==> config.mk <==
export PLATFORM = sky130hd
export DESIGN_NAME = cpu_sequencer
export DESIGN_NICKNAME = d
export VERILOG_FILES = /design/src/rtl/cpu_sequencer.sv
export SDC_FILE = /design/constraint.sdc
export NUM_CORES = 1
export LEC_CHECK = 0
export ABC_AREA = 1
export BUFFER_PORTS_ARGS = -buffer_cell sky130_fd_sc_hd__buf_2
export CELL_PAD_IN_SITES_DETAIL_PLACEMENT = 1
export CELL_PAD_IN_SITES_GLOBAL_PLACEMENT = 2
export CORE_MARGIN = 1
export CORE_UTILIZATION = 27
export CTS_CLUSTER_SIZE = 40
export DETAILED_ROUTE_END_ITERATION = 10
export PLACE_DENSITY_LB_ADDON = 0.08
export SLEW_MARGIN = 20
export SYNTH_ARGS = -nofsm -noshare
export SYNTH_HDL_FRONTEND = slang
export SYNTH_SLANG_ARGS = --single-unit
==> constraint.sdc <==
create_clock -name clk -period 3.2 [get_ports clk]
set_clock_uncertainty 0.1 [all_clocks]
set_input_delay 0.32 -clock clk [delete_from_list [all_inputs] [get_ports clk]]
set_output_delay 0.32 -clock clk [all_outputs]
set_load 0.05 [all_outputs]
==> src/rtl/cpu_sequencer.sv <==
// Instruction-cycle controller: fetch / optional indirect defer / execute, run-halt-step, memory time-out.
// Latency: strobes are combinational from the registered state; the target register captures on the accepting edge.
// Backpressure: memory states hold while mem_ready=0, up to WAIT_LIMIT extra cycles, then FAULT.
module cpu_sequencer #(
    parameter int WAIT_LIMIT = 15
) (
    input  logic       clk,
    input  logic       rst,
    input  logic       start,
    input  logic       halt_req,
    input  logic [2:0] ir_op,
    input  logic       ir_ind,
    input  logic       acc_zero,
    input  logic       mem_ready,
    output logic       mem_req,
    output logic       mem_we,
    output logic       sel_addr,
    output logic       load_ir,
    output logic       load_ma,
    output logic       load_a,
    output logic       load_p,
    output logic       inc_p,
    output logic       halted,
    output logic       fault,
    output logic [2:0] state
);

    localparam int CW = (WAIT_LIMIT < 1) ? 1 : $clog2(WAIT_LIMIT + 1);
    localparam logic [CW-1:0] WLIM = CW'(WAIT_LIMIT);

    typedef enum logic [2:0] {
        S_HALT   = 3'd0,
        S_FETCH  = 3'd1,
        S_DECODE = 3'd2,
        S_DEFER  = 3'd3,
        S_EXEC   = 3'd4,
        S_FAULT  = 3'd5
    } state_t;

    state_t          cur;
    state_t          nxt;
    logic [CW-1:0]   wait_cnt;
    logic            halt_pend;
    logic            mem_state;
    logic            at_limit;
    logic            eoi;

    // EXEC is a memory state only for LDA/STA/ADD/AND (ops 0..3)
    assign mem_state = (cur == S_FETCH) || (cur == S_DEFER) || ((cur == S_EXEC) && !ir_op[2]);
    assign at_limit  = (wait_cnt == WLIM);

    assign halted = (cur == S_HALT);
    assign fault  = (cur == S_FAULT);
    assign state  = cur;

    always_comb begin
        nxt      = cur;
        mem_req  = 1'b0;
        mem_we   = 1'b0;
        sel_addr = 1'b0;
        load_ir  = 1'b0;
        load_ma  = 1'b0;
        load_a   = 1'b0;
        load_p   = 1'b0;
        inc_p    = 1'b0;
        eoi      = 1'b0;
        unique case (cur)
            S_HALT: begin
                if (start) nxt = S_FETCH;
            end
            S_FETCH: begin
                mem_req = 1'b1;
                if (mem_ready) begin
                    load_ir = 1'b1;
                    load_ma = 1'b1;
                    inc_p   = 1'b1;
                    nxt     = S_DECODE;
                end else if (at_limit) begin
                    nxt = S_FAULT;
                end
            end
            S_DECODE: begin
                nxt = (ir_ind && (ir_op <= 3'd5)) ? S_DEFER : S_EXEC;
            end
            S_DEFER: begin
                mem_req  = 1'b1;
                sel_addr = 1'b1;
                if (mem_ready) begin
                    load_ma = 1'b1;
                    nxt     = S_EXEC;
                end else if (at_limit) begin
                    nxt = S_FAULT;
                end
            end
            S_EXEC: begin
                case (ir_op)
                    3'd0, 3'd2, 3'd3: begin
                        mem_req  = 1'b1;
                        sel_addr = 1'b1;
                        if (mem_ready) begin
                            load_a = 1'b1;
                            eoi    = 1'b1;
                        end else if (at_limit) begin
                            nxt = S_FAULT;
                        end
                    end
                    3'd1: begin
                        mem_req  = 1'b1;
                        mem_we   = 1'b1;
                        sel_addr = 1'b1;
                        if (mem_ready) eoi = 1'b1;
                        else if (at_limit) nxt = S_FAULT;
                    end
                    3'd4: begin
                        load_p = 1'b1;
                        eoi    = 1'b1;
                    end
                    3'd5: begin
                        load_p = acc_zero;
                        eoi    = 1'b1;
                    end
                    3'd6: eoi = 1'b1;
                    default: nxt = S_HALT;
                endcase
            end
            S_FAULT: nxt = S_FAULT;
            default: nxt = S_HALT;
        endcase

        if (eoi) nxt = (halt_pend || halt_req) ? S_HALT : S_FETCH;

        // reset suppresses every strobe in the cycle it is asserted
        if (rst) begin
            mem_req  = 1'b0;
            mem_we   = 1'b0;
            sel_addr = 1'b0;
            load_ir  = 1'b0;
            load_ma  = 1'b0;
            load_a   = 1'b0;
            load_p   = 1'b0;
            inc_p    = 1'b0;
        end
    end

    always_ff @(posedge clk) begin
        if (rst) begin
            cur       <= S_HALT;
            wait_cnt  <= '0;
            halt_pend <= 1'b0;
        end else begin
            cur <= nxt;
            if (nxt != cur)
                wait_cnt <= '0;
            else if (mem_state && !mem_ready && !at_limit)
                wait_cnt <= wait_cnt + CW'(1);
            // in HALT, halt_req only latches together with start (single-step)
            if ((nxt == S_HALT) && (cur != S_HALT))
                halt_pend <= 1'b0;
            else if (halt_req && (cur != S_FAULT) && ((cur != S_HALT) || start))
                halt_pend <= 1'b1;
        end
    end

endmodule
==> results.cfg <==
[route]
finalWirelength_um = 2090
drtAntennaViolNets = 0
via_per_inst = 4.82
vias = 815
drc = 0
drt_iter0_drc = 5
drtPass1Iterations = 5
drt-wirelength-per-cell_um = 12.4

[setup_path]
cp.arrival_ps = 1680
r2r_start = state[1]
cp_max_fo = 9
cp-startpoint = state[0]
required_ps = 2780
worst_path_most_repeated_cell = inv_2
end_kind = output port
max_stage_delay_ps = 520
crit_type = flop to output port
start_kind = flop
crit_chain = nand2_1 > nor2_2 > inv_2 > nand2_2 > inv_2 > a21oi_1 > buf_2
cp.buffers_inverters = 3
critPathTopFamily = flip-flops
cp_slowest_cell = dfxtp_1

[floorplan]
coreArea_um2 = 2500
initial_utilization_pct = 28.9
dieHeight_um = 53.7
fp.dieW_um = 53.7
die_area_um2 = 2880
pin_count = 23
rows = 18

[cts]
numClockSinks = 8
cts.clk_slew.worst_paths_ps = 60
postCtsResizedCells = 0
cts_tree = built
cts_hold_buf = 0
h-tree-depth = 1
clock_path_buffers = 2
numCtsBuffers = 3
cts_root_buf = clkbuf_4
post_cts_buffers = 0
clock_latency_ps = 260

[yosys]
netlist_area_um2 = 722
synth_compound_area_share_pct = 7.80
yosysUniqueCellTypes = 26
yosys_warnings = 0
syn-num-nets = 127
avgSynthCellArea_um2 = 6.22
synthAdderAreaFrac_pct = 1.73
ys_seq_area_share_pct = 22.2
ys.flop_type = dfxtp_1
synth-simple-area-share_pct = 50.6
synth_top_family_by_area = simple AND/OR/NAND/NOR gates
async_flop_share_pct = 0
synth_cells = 116
synth_xor_area_share_pct = 3.64
synth_edf_count = 0
synthMuxAreaShare_pct = 0
synth_seq_cells = 8

[global_route]
grt_overflow = 0
antenna_found_initial = 0
grt_use_met2_pct = 29.2
top_usage_layer = met2
grtUsageTotal_pct = 17.4
grt_max_degree = 10
grt_use_met3_pct = 4.24
first_global_vias = 784
met1_usage_pct = 21.2
grt_pass1_wl_um = 3540

[timing]
grt_setup_unrepaired = no
hold_viol_final = 0
setup_tns_ps = 0
worst_pin_slew_ps = 340
fmax_ghz = 0.477
finalSetupViolations = 0
maxSlewViolCount = 0
fin_ws_ps = 1100
fin_crit_sh_pct = 65.6
finalCriticalPeriod_ps = 2100
max-slew-margin-rel_pct = 77.3

[finish]
finalNonFillerCells = 169
nets = 152
area_delta_synth_final_pct = 21.0
fillerInstances = 357
fin_area_um2 = 873
diodes = 0
mostFrequentLayoutCells = nand2_1 (23), buf_2 (22), inv_1 (16), nor2_1 (16), nand3_1 (9)
drive_above_1_share_pct = 30.9
final_common_cell = nand2_1

[run]
cap_violations = 0

[run_status]
outcome = complete, no violations

[power_and_ir_drop]
power_density_nw_per_um2 = 356
finalPower_uw = 311
leakage_uw = 0.000471
worst_ir_drop_vdd_mv = 0.189

[placed_design]
place_ws_ps = 1350
gp_congestion = 0.755
place_area_um2 = 851
dp_hpwl_um = 1740
portBuffers = 22
dp.cells = 166

[hold_path]
hp-start = rst
hp-class = input pin to flop
## per-layer routing
| layer | part of all wire [%] | vias to the layer above |
|---|---|---|
| li1 | - | 422 |
| met1 | 48 | 365 |
| met3 | 4.4 | 5 |
| met2 | 46 | 23 |
| met4 | 1.4 | 0 |
| met5 | 0 | - |
## area by class of cell
cell class	count	area (um^2)	area share, %
Multi-Input combinational cell	84	460	52.7
Sequential cell	8	160	18.3
Timing Repair Buffer	22	110	12.6
Inverter	22	82.6	9.46
Tap cell	30	37.5	4.30
Clock buffer	3	22.5	2.58
## cell usage after synthesis, types with 2 or more instances
library cell	number	area share [%]
nand2_1	23	12
inv_1	16	8.3
nor2_1	16	8.3
nand3_1	9	6.2
dfxtp_1	8	22
inv_2	6	3.1
a21oi_1	5	3.5
nand4_1	5	4.3
nor2_2	4	3.5
nand3_2	3	4.2
nand2_4	2	3.1
nand3b_1	2	2.1
nor3_1	2	1.4
o211ai_1	2	2.1
xnor2_1	2	2.4
## registers in the layout, indices dropped and copies added (netlist names)
signal     cells
halt_pend      1
state          3
wait_cnt       4
## through the flow
| stage | util (%) | hold WS, ps |
|---|---|---|
| final | 34.9 | 228 |
| after global routing | 34.9 | 241 |
| after CTS | 34.9 | 216 |
| after detailed placement | 34.0 | 440 |
| after global placement | 34.0 | 435 |
| after floorplan | - | 292 |
## final timing paths
kind | endpoint | slack (ps) | depth (start not counted)
hold reg to reg | halt_pend | 440 | 4
setup reg to reg | wait_cnt[1] | 1440 | 10
setup / recovery | mem_req | 1100 | 7
hold / removal | state[2] | 230 | 2
## worst register-to-register path, stage by stage, from the launching register on
cell and delay (ps):
dfxtp_1 500, inv_2 110, nand3_1 180, nand2_1 100
nor2_1 110, nand2_1 100, nand3_1 80, nand2_1 50
nor2_1 120, nand3_2 120, nor2_1 120
## power by group
part / internal [uW] / switching (uW) / leakage [uW]
Combinational: 33.8 / 84.4 / 0.000392
Sequential: 105 / 8.65 / 0.0000651
Clock: 43.0 / 36.1 / 0.0000138
Total: 182 / 129 / 0.000471
## logic make-up after synthesis
group	after synthesis
adders and majority gates	1
DFF	8
buffers and inverters	24
xor gates and xnor gates	3
and+or+nand+nor	70
AOI/OAI and AO/OA	10
Power figures use the tool's default switching activity.
